File: src/rtl/audio_scheduler.sv
// audio_scheduler: song sequencer driving note_gen's left channel, plus a priority SFX arbiter that overrides the right channel.
module audio_scheduler #(
  parameter int          TICK_DIV  = 12500000,
  parameter int          SONG_LEN  = 64,
  parameter int          SFX_TICKS = 2,
  parameter logic [21:0] SFX0_DIV  = 22'd191571,
  parameter logic [21:0] SFX1_DIV  = 22'd151515,
  parameter logic [21:0] SFX2_DIV  = 22'd127551,
  parameter logic [21:0] SFX3_DIV  = 22'd95556,
  localparam int         AW        = $clog2(SONG_LEN)
) (
  input  logic          clk,
  input  logic          rst,
  input  logic          play_toggle,
  input  logic          stop,
  input  logic          loop,
  input  logic [3:0]    sfx_req,
  input  logic [21:0]   song_note,
  output logic [AW-1:0] song_addr,
  output logic [21:0]   note_div_left,
  output logic [21:0]   note_div_right,
  output logic [1:0]    play_state,
  output logic          sfx_busy,
  output logic [3:0]    sfx_grant
);
  localparam int TW = $clog2(TICK_DIV);
  localparam int CW = $clog2(SFX_TICKS + 1);
  typedef enum logic [1:0] {STOP = 2'b00, PLAY = 2'b01, PAUSE = 2'b10} state_t;
  state_t        state_q, state_d;
  logic [TW-1:0] tcnt_q;
  logic [AW-1:0] addr_q, addr_d;
  logic [CW-1:0] cnt_q, cnt_d;
  logic [1:0]    id_q, id_d, cand;
  logic [3:0]    grant_q, grant_d;
  logic [21:0]   left_q, right_q, right_d, music_div;
  logic          busy_q, busy_d, tick, last, accept;
  assign tick      = tcnt_q == TW'(TICK_DIV - 1);
  assign last      = addr_q == AW'(SONG_LEN - 1);
  assign music_div = (state_q == PLAY) ? song_note : 22'd1;
  always_comb begin
    state_d = state_q;
    addr_d  = addr_q;
    case (state_q)
      STOP:  if (play_toggle && !stop) state_d = PLAY;
      PLAY: begin
        if (stop) begin
          state_d = STOP;
          addr_d  = '0;
        end else if (play_toggle) state_d = PAUSE;
        else if (tick) begin
          addr_d  = last ? '0 : addr_q + 1'b1;
          state_d = (last && !loop) ? STOP : PLAY;
        end
      end
      PAUSE: begin
        if (stop) begin
          state_d = STOP;
          addr_d  = '0;
        end else if (play_toggle) state_d = PLAY;
      end
      default: state_d = STOP;
    endcase
  end
  // Lower index wins; a busy effect is only displaced by a strictly higher-priority one.
  assign cand   = sfx_req[0] ? 2'd0 : sfx_req[1] ? 2'd1 : sfx_req[2] ? 2'd2 : 2'd3;
  assign accept = |sfx_req && (!busy_q || cand < id_q);
  always_comb begin
    busy_d  = busy_q;
    id_d    = id_q;
    cnt_d   = cnt_q;
    grant_d = '0;
    if (accept) begin
      busy_d  = 1'b1;
      id_d    = cand;
      cnt_d   = CW'(SFX_TICKS);
      grant_d = 4'b0001 << cand;
    end else if (busy_q && tick) begin
      cnt_d  = cnt_q - 1'b1;
      busy_d = cnt_q != CW'(1);
    end
  end
  assign right_d = !busy_d ? music_div :
                   id_d == 2'd0 ? SFX0_DIV :
                   id_d == 2'd1 ? SFX1_DIV :
                   id_d == 2'd2 ? SFX2_DIV : SFX3_DIV;
  always_ff @(posedge clk or posedge rst) begin
    if (rst) begin
      tcnt_q  <= '0;
      state_q <= STOP;
      addr_q  <= '0;
      left_q  <= 22'd1;
      right_q <= 22'd1;
      busy_q  <= 1'b0;
      id_q    <= '0;
      cnt_q   <= '0;
      grant_q <= '0;
    end else begin
      tcnt_q  <= tick ? '0 : tcnt_q + 1'b1;
      state_q <= state_d;
      addr_q  <= addr_d;
      left_q  <= music_div;
      right_q <= right_d;
      busy_q  <= busy_d;
      id_q    <= id_d;
      cnt_q   <= cnt_d;
      grant_q <= grant_d;
    end
  end
  assign song_addr      = addr_q;
  assign note_div_left  = left_q;
  assign note_div_right = right_q;
  assign play_state     = state_q;
  assign sfx_busy       = busy_q;
  assign sfx_grant      = grant_q;
endmodule
File: config.mk
export PLATFORM = sky130hd
export DESIGN_NAME = audio_scheduler
export DESIGN_NICKNAME = d
export VERILOG_FILES = /design/src/rtl/audio_scheduler.sv
export SDC_FILE = /design/constraint.sdc
export NUM_CORES = 1
export LEC_CHECK = 0
export CAP_MARGIN = 20
export CORE_ASPECT_RATIO = 1.4
export CORE_UTILIZATION = 43
export CTS_BUF_LIST = sky130_fd_sc_hd__clkbuf_8
export CTS_CLUSTER_SIZE = 28
export DETAILED_ROUTE_END_ITERATION = 8
export GPL_TIMING_DRIVEN = 0
export HOLD_SLACK_MARGIN = 0.03
export PLACE_DENSITY = 0.78
export SLEW_MARGIN = 5
export SYNTH_ARGS = -nofsm -noshare
export SYNTH_HDL_FRONTEND = slang
export SYNTH_SLANG_ARGS = --single-unit
File: constraint.sdc
create_clock -name clk -period 3.46 [get_ports clk]
set_input_delay 0.346 -clock clk [delete_from_list [all_inputs] [get_ports clk]]
set_output_delay 0.346 -clock clk [all_outputs]
set_load 0.01 [all_outputs]
* After elaboration in Yosys (flattened, before gate mapping)
Index checks and enable logic that the tools add are counted.
Cells by class: shift-type cells 1, order comparisons 1, $add $sub $neg 3, muxes and demuxes 29, equality and inequality tests 13, reductions and logical operators 15
Operators with widths (count):
- 2-to-1 mux 22 bit | 2
- 2-to-1 mux 18 bit | 2
- 2-to-1 mux 6 bit | 5
- adder 24 x 1 -> 24 bit (second input constant) | 1
- equality test 24 bit (second input constant) | 1
- 2-to-1 mux 24 bit | 1
- 2-to-1 mux 2 bit | 11
- 2-to-1 mux 16 bit | 1
- one-hot mux 6 bit (2 select lines) | 1
- != test 3 bit (second input constant) | 3
- adder 6 x 1 -> 6 bit (second input constant) | 1
- equality test 6 bit (second input constant) | 1
- one-hot mux 2 bit (3 select lines) | 1
- equality test 2 x 1 -> 1 bit (second input constant) | 2
- equality test 2 bit (second input constant) | 2
- logical AND 1 bit | 4
- zero test 2 bit | 2
- 2-to-1 mux 1 bit | 4
- 2-to-1 mux 4 bit | 1
- != test 2 bit (second input constant) | 2
- != test 4 bit (second input constant) | 1
- AND reduction 4 bit | 1
- nonzero test 2 bit | 2
- OR reduction 4 bit | 1
- 7 further kinds | 9
Storage, ports and cells: bits of input ports 31, output and inout port bits 57, register bits after elaboration 85, logic and storage cells 71

* Logic depth before layout (Yosys ltp)
Gate-level depths: netlist of the first run.
depth after elaboration 12, gate-level depth with buffers 9, gate-level depth less buffers 9

* Worst setup path before layout of the first run
Ideal clock, no wire load.
kind input to register, from in sfx_req[1], to reg right_q[3] (netlist: note_div_right[3]), library setup time 133 ps, path buffers 0, data required time 3327 ps, arrival time 2009 ps, stages 9, slack 1318 ps, cells stage by stage nor2_1 -> ha_1 -> nor2b_1 -> o21a_1 -> or2_1 -> a21o_1 -> ha_1 -> o21ai_0 -> o21ai_0
Between the ends: cells in the longest elaborated chain, start to end 11, elaborated cells between the ends (all ways) 15, those cells by class 1 x order compare; 2 x eq/ne; 8 x mux; 4 x reduce/logical
Ends and longest elaborated chain:
- from (decl) | line 17 | input logic [3:0] sfx_req,
- 2-to-1 mux 2 bit (2 in series) | line 65 | assign cand = sfx_req[0] ? 2'd0 : sfx_req[1] ? 2'd1 : sfx_req[2] ? 2'd2 : 2'd3;
- < comparator 2 bit | line 66 | assign accept = |sfx_req && (!busy_q || cand < id_q);
- logical OR 1 bit | line 66
- logical AND 1 bit | line 66
- 2-to-1 mux 2 bit * | line 72 | if (accept) begin
- named net id_d[1] | line 33 | logic [1:0] id_q, id_d, cand;
- equality test 2 bit | line 85 | id_d == 2'd2 ? SFX2_DIV : SFX3_DIV;
- 2-to-1 mux 16 bit | line 85
- 2-to-1 mux 18 bit | line 84 | id_d == 2'd1 ? SFX1_DIV :
- 2-to-1 mux 18 bit * | line 83 | id_d == 2'd0 ? SFX0_DIV :
- 2-to-1 mux 22 bit * | line 82 | assign right_d = !busy_d ? music_div :
- named net right_d[3] | line 35 | logic [21:0] left_q, right_q, right_d, music_div;
- to (signal assigned) | line 102 | right_q <= right_d;
- to (decl) | line 35
Mark *: on every way through the listed nets, which the timed path passes. The rest lies on a longest branch. A chain may end at the register's enable or synchronous reset.

* Worst setup path after layout of the first run
from in sfx_req[0], to reg right_q[7] (netlist: note_div_right[7])
Between the ends: cells in the longest elaborated chain, start to end 9, elaborated cells between the ends (all ways) 12, those cells by class 1 x order compare; 1 x eq/ne; 6 x mux; 4 x reduce/logical
Ends and longest elaborated chain (line):
- 2-to-1 mux 2 bit | 65
- < comparator 2 bit | 66
- logical OR 1 bit | 66
- logical AND 1 bit | 66
- 2-to-1 mux 2 bit | 72
- equality test 2 x 1 -> 1 bit | 84
- 2-to-1 mux 18 bit | 84
- 2-to-1 mux 18 bit | 83
- 2-to-1 mux 22 bit * | 82
- named net right_d[7] | 35
Marks and branches as above.

==> results of run 1 <==
per-stage QoR:
step	worst slack [ps]	area, um2	cells	hold slack, ps
finish	853	4900	535	348
global route	682	4900	535	391
CTS	858	4900	535	342
detailed placement	466	4700	519	450
global placement	-315	4670	518	434
floorplan	924	3670	329	409
registers in the layout (all words and copies together) (netlist names), 2 cells and up:
name            flops
note_div_right     22
id_q                2
note_div_left      22
play_state          2
song_addr           6
tcnt_q             24
sfx_grant           4
cnt_q               2
final cells by class:
type | instances | area [um2]
inverter | 23 | 88.8
tap | 102 | 128
clock buffer | 10 | 138
sequential | 85 | 2130
fill | 700 | 3300
buffer | 11 | 65.1
clock inverter | 6 | 63.8
multi-input combinational | 210 | 1390
timing repair buffer | 88 | 898
critical path: cells and delay by family:
kind            cells  cell delay (ps)
compound gates      1              210
mux                 1              340
simple gates        4              890
fa+ha+maj           1              320
buf+inv             2              750
worst paths after layout:
check	end	slack (ps)	depth (start not counted)	startpoint
max reg2reg	note_div_right[7]	1090	8	id_q[1]
max in group asynchronous	note_div_right[0]	2480	3	rst
min	note_div_right[16]	350	2	rst
min reg2reg	tcnt_q[0]	450	1	tcnt_q[0]
min in group clk	tcnt_q[0]	450	1	tcnt_q[0]
max	note_div_right[7]	850	9	sfx_req[0]
layer usage:
metal	GRT usage [%]	vias to the layer above	share of wire (%)
met5	0	-	0
met2	34.5	58	52
met1	22.3	1320	39
met4	6.79	0	1.4
li1	-	1310	-
met3	8.23	8	7.4
cells in the final DEF (no fill, tap or decap), types with 2 or more instances in the layout:
cell,n
inv_1,23
a21o_1,2
and4_1,2
mux2i_1,5
clkbuf_1,4
clkinv_4,2
o21a_1,3
o31ai_1,2
dfstp_2,2
or2_2,2
clkbuf_8,10
nor2_1,23
o21ai_0,9
and4_4,2
xnor2_1,9
nor2b_1,8
dfrtp_1,83
nand2b_1,3
buf_2,2
clkbuf_2,2
nor4_1,5
clkdlybuf4s50_1,87
nand2_1,27
xor2_1,11
nand4_1,4
a21oi_1,10
nand3_1,10
ha_1,9
and2_1,16
a211o_1,2
a31oi_1,2
and3_1,6
buf_6,2
or3_1,2
a22o_1,2
mux2_2,3
nor3_1,12
power groups by stage:
stage	Combinational [mW]	Sequential (mW)	Clock (mW)
final	0.470	1.11	0.704
after global routing	0.513	1.12	0.758
after CTS	0.476	1.11	0.725
after detailed placement	0.472	1.13	0
after global placement	0.461	1.13	0
after floorplan	0.168	1.17	0
cells in the mapped netlist (2+ instances only):
| library cell | n |
|---|---|
| dfstp_2 | 2 |
| xor2_1 | 11 |
| or3_1 | 2 |
| a21o_1 | 2 |
| a211o_1 | 2 |
| and2_1 | 16 |
| nor4_1 | 5 |
| nand2_1 | 27 |
| nor3_1 | 12 |
| clkbuf_1 | 4 |
| xnor2_1 | 9 |
| dfrtp_1 | 83 |
| o31ai_1 | 2 |
| clkbuf_2 | 2 |
| nand2b_1 | 3 |
| a21oi_1 | 10 |
| o21a_1 | 3 |
| nor2b_1 | 8 |
| ha_1 | 9 |
| mux2i_1 | 5 |
| and3_1 | 6 |
| a22o_1 | 2 |
| nor2_1 | 23 |
| nand4_1 | 4 |
| buf_6 | 2 |
| and4_1 | 2 |
| or2_2 | 2 |
| nand3_1 | 10 |
| a31oi_1 | 2 |
| and4_4 | 2 |
| o21ai_0 | 9 |
| inv_1 | 23 |
| buf_2 | 2 |
| mux2_2 | 3 |
cell families after synthesis:
| kind of cell | after synthesis |
|---|---|
| flip-flops | 85 |
| multiplexers | 8 |
| XOR/XNOR | 20 |
| AO/OA/AOI/OAI | 40 |
| adder cells (fa/ha/maj) | 9 |
| buffers and inverters | 34 |
| AND/OR/NAND/NOR | 133 |
==> impl_metrics.py, run 1 <==
metrics = {
    "floorplanning": {
        "coreArea_um2": 8200,
        "die_y_um": 111,
        "start_util_pct": 44.8,
        "ioPinCount": 88,
        "design.die.area_um2": 8910,
        "rows": 39,
        "die_x_um": 80.1,
    },
    "power_and_ir_drop": {
        "peakVddDrop_mv": 0.406,
        "comb_power_share_pct": 20.6,
        "seq_power_share_pct": 48.5,
        "p_clk_share_pct": 30.9,
        "switching_share_pct": 26.9,
        "p_sw_uw": 613,
        "p_int_mw": 1.67,
        "leakage_nw": 2.31,
        "pwr_density_cell_nw_per_um2": 466,
        "finalPower_mw": 2.28,
    },
    "placement": {
        "port_buffers": 87,
        "gp_congestion": 0.791,
        "dpl.hpwl_um": 5850,
    },
    "sta": {
        "fmax_ghz": 0.384,
        "fin_setup_tns_ps": 0,
        "min_period_ps": 2610,
        "hold_viol_final": 0,
        "grt_setup_unrepaired": "false",
        "relSlewSlack_pct": 61.8,
        "tightest_slew_ps": 572,
        "setup_viol": 0,
        "slew_viol_final": 0,
        "clock_skew_ps": 9.94,
        "post-route-period-util_pct": 75.3,
    },
    "detailed_routing": {
        "drt-initial-drc-count": 115,
        "drc": 0,
        "routed_wirelength_um": 8010,
        "wl_per_cell_um": 15.0,
        "viasPerCell": 5.04,
        "ant_nets": 0,
        "routed-via-count": 2696,
        "firstDrtPassIters": 4,
    },
    "critical_path": {
        "crit_fanout": 8,
        "worstSetupPathType": "primary input to flip-flop",
        "cpMostUsedCell": "nor2_1",
        "cp.arrival_ps": 2860,
        "crit_chain": "clkdlybuf4s50_1, nor2_1, ha_1, nor2b_1, o21a_1, nor2_1, or2_0, buf_2, mux2_2",
        "start_kind": "primary input",
        "cp-end-kind": "flip-flop",
        "worstPathRequired_ps": 3710,
        "max_stage_delay_ps": 590,
        "worst_path_max_delay_cell": "clkdlybuf4s50_1",
    },
    "yosys": {
        "synth_top_area_cell": "dfrtp_1",
        "synthesis.nets": 369,
        "synth_compound_area_share_pct": 7.67,
        "syn_avg_cell_area_um2": 11.2,
        "yosys.area_share.simple_pct": 20.0,
        "synth.area.mux_share_pct": 2.28,
        "syn_area_um2": 3670,
        "ys_types": 54,
        "synthTopCellsByArea": "dfrtp_1 (57%), ha_1 (3.1%), nand2_1 (2.8%)",
        "synth-seq-cells": 85,
        "synth_xor_xnor_area_share_pct": 4.77,
        "ys_seq_area_share_pct": 58.0,
        "async_flop_share_pct": 100,
        "ys.flop_type": "dfrtp_1",
        "ys.warnings.count": 0,
        "synthCells": 329,
        "synth_edf_count": 0,
        "synth_top_family_by_area": "simple AND/OR/NAND/NOR gates",
        "synthAdderAreaFrac_pct": 3.07,
        "synth.top_cell.area_share_pct": 56.6,
    },
    "cts": {
        "clock_sinks": 85,
        "cts_buffers": 9,
        "cts_root_buffer": "clkbuf_8",
        "htreeDepth": 3,
        "cts_setup_buffers": 0,
        "hold_buffers": 0,
        "cts.path.max_buffers": 2,
        "clk_latency_ps": 360,
        "ctsResizeCount": 0,
        "cts_tree": "built",
        "clk_pin_slew_ps": 80,
    },
    "finish": {
        "synthToLayoutAreaGrowth_pct": 33.5,
        "drive_gt1_share_pct": 9.01,
        "diodes": 0,
        "nNetsFinal": 468,
        "final_util_pct": 59.8,
    },
    "global_routing": {
        "grt_overflow": 0,
        "grt_use_total_pct": 20.1,
        "grt_pass1_wl_um": 13700,
        "grt_pass1_vias": 2843,
        "antenna_found_initial": 0,
        "grt_max_degree": 55,
    },
    "outcome": {
        "status": "completed",
    },
    "job": {
        "drv_cap": 0,
    },
    "worst_hold_path": {
        "hold_path_class": "primary input to async pin",
    },
}
No activity file was read; power rests on OpenSTA's default activity.
==> run 2: changes to the inputs <==
- clock period: 3.46 -> 2.68 ns (I/O delays scaled with it)
==> impl_metrics.py, run 2 (synthesis results as in run 1) <==
metrics = {
    "outcome": {
        "status": "completed",
    },
    "sta": {
        "tightest_slew_ps": 573,
        "post-route-period-util_pct": 94.1,
        "slew_viol_final": 0,
        "setup_viol": 0,
        "grt_setup_unrepaired": "false",
        "fmax_ghz": 0.396,
        "relSlewSlack_pct": 61.8,
        "clock_skew_ps": 9.94,
        "hold_viol_final": 0,
        "min_period_ps": 2520,
    },
    "detailed_routing": {
        "ant_nets": 0,
        "drt-initial-drc-count": 118,
        "firstDrtPassIters": 4,
        "viasPerCell": 5.06,
        "drc": 0,
        "routed_wirelength_um": 8010,
        "routed-via-count": 2709,
        "wl_per_cell_um": 15.0,
    },
    "critical_path": {
        "cp.arrival_ps": 2750,
        "reg2reg_setup_slack_ps": 320,
        "r2r-end": "note_div_right[3]",
        "start_kind": "primary input",
        "r2r_cells": 9,
        "crit_end": "note_div_right[3]",
        "worstPathRequired_ps": 2910,
        "r2r_start": "id_q[1]",
        "cp-end-kind": "flip-flop",
        "crit_fanout": 6,
        "worstSetupPathType": "primary input to flip-flop",
        "startpoint": "sfx_req[0]",
    },
    "global_routing": {
        "grt.busiest_layer": "met2",
        "grt_max_degree": 55,
        "antenna_found_initial": 0,
        "grt_use_total_pct": 20.1,
        "grt_overflow": 0,
        "grt_pass1_wl_um": 13700,
        "use_met3_pct": 8.23,
        "grt.met2_usage_pct": 34.5,
        "grt_pass1_vias": 2843,
        "use_met1_pct": 22.3,
    },
    "floorplanning": {
        "rows": 39,
        "design.die.area_um2": 8910,
        "start_util_pct": 44.8,
        "coreArea_um2": 8200,
        "ioPinCount": 88,
        "die_y_um": 111,
        "die_x_um": 80.1,
    },
    "cts": {
        "htreeDepth": 3,
        "cts_tree": "built",
        "clk_pin_slew_ps": 80,
        "cts_setup_buffers": 0,
        "clock_sinks": 85,
        "hold_buffers": 0,
        "cts_buffers": 9,
        "cts.path.max_buffers": 2,
        "clk_latency_ps": 360,
        "cts_root_buffer": "clkbuf_8",
    },
    "finish": {
        "final_cell_mix": "clkdlybuf4s50_1 (87), dfrtp_1 (83), nand2_1 (27)",
        "multiInputGateArea_um2": 1390,
        "largest_register": "tcnt_q",
        "synthToLayoutAreaGrowth_pct": 33.6,
        "ff_latch_area_um2": 2130,
        "diodes": 0,
        "final_area_um2": 4900,
        "final_cells": 535,
        "nNetsFinal": 468,
        "drive_gt1_share_pct": 9.24,
        "final_common_cell": "clkdlybuf4s50_1",
        "largest_reg_flops": 24,
        "fillers": 701,
    },
    "job": {
        "drv_cap": 0,
    },
    "placement": {
        "post_dp_cell_area_um2": 4700,
        "dpl.hpwl_um": 5850,
        "port_buffers": 87,
        "gp_congestion": 0.791,
        "place_inst": 519,
    },
    "worst_hold_path": {
        "hold_path_class": "primary input to async pin",
    },
    "power_and_ir_drop": {
        "leakage_nw": 2.31,
        "peakVddDrop_mv": 0.525,
        "pwr_density_cell_nw_per_um2": 602,
    },
}
run 2: how the worst min path moves through the flow:
stage | start | to
2_1_floorplan | stop | play_state[0]
3_3_place_gp | tcnt_q[0] | tcnt_q[0]
3_5_place_dp | tcnt_q[0] | tcnt_q[0]
4_1_cts | rst | note_div_right[12]
5_1_grt | rst | note_div_left[11]
6_report | rst | note_div_right[9]
run 2: worst max-delay path, stage by stage:
cell	delay, ps
clkdlybuf4s50_1	590
nor2_1	100
ha_1	320
nor2b_1	150
o21a_1	220
or2_1	290
a21o_1	280
ha_1	290
o21ai_0	110
o21ai_0	140
run 2: stage by stage:
stage               hold WS (ps)  power (mW)  setup TNS (ps)  worst slack (ps)  util (%)
finish                       270        2.95               0               158      59.8
global route                 313        3.08               0              14.3      59.8
CTS                          264        2.98               0               156      59.8
detailed placement           450        2.07           -3400              -236      57.3
global placement             434        2.05          -86760             -1020      56.9
floorplan                    331        1.73               0               222         -
run 2: layout make-up:
class                           count  area share, %
Tap cell                          102           2.60
Multi-Input combinational cell    210           28.4
Clock buffer                       10           2.81
Buffer                             11           1.33
Sequential cell                    85           43.4
Timing Repair Buffer               88           18.3
Clock inverter                      6           1.30
Inverter                           23           1.81
run 2: where the power goes:
group | switching (mW) | total (mW) | internal, mW | leakage, nW
sequential | 0.0375 | 1.43 | 1.39 | 1.09
clock | 0.455 | 0.909 | 0.454 | 0.104
combinational | 0.301 | 0.611 | 0.309 | 1.12
total | 0.794 | 2.95 | 2.16 | 2.31
run 2: timing repair:
item,in CTS,in global routing
endpoints found under the setup margin,0,2
gates resized for setup,0,1
endpoints found under the hold margin,0,0
run 2: layer usage:
metal | vias up | wire length [um]
met4 | 0 | 114
met1 | 1320 | 3060
li1 | 1314 | -
met2 | 67 | 4220
met3 | 8 | 612
met5 | - | 0
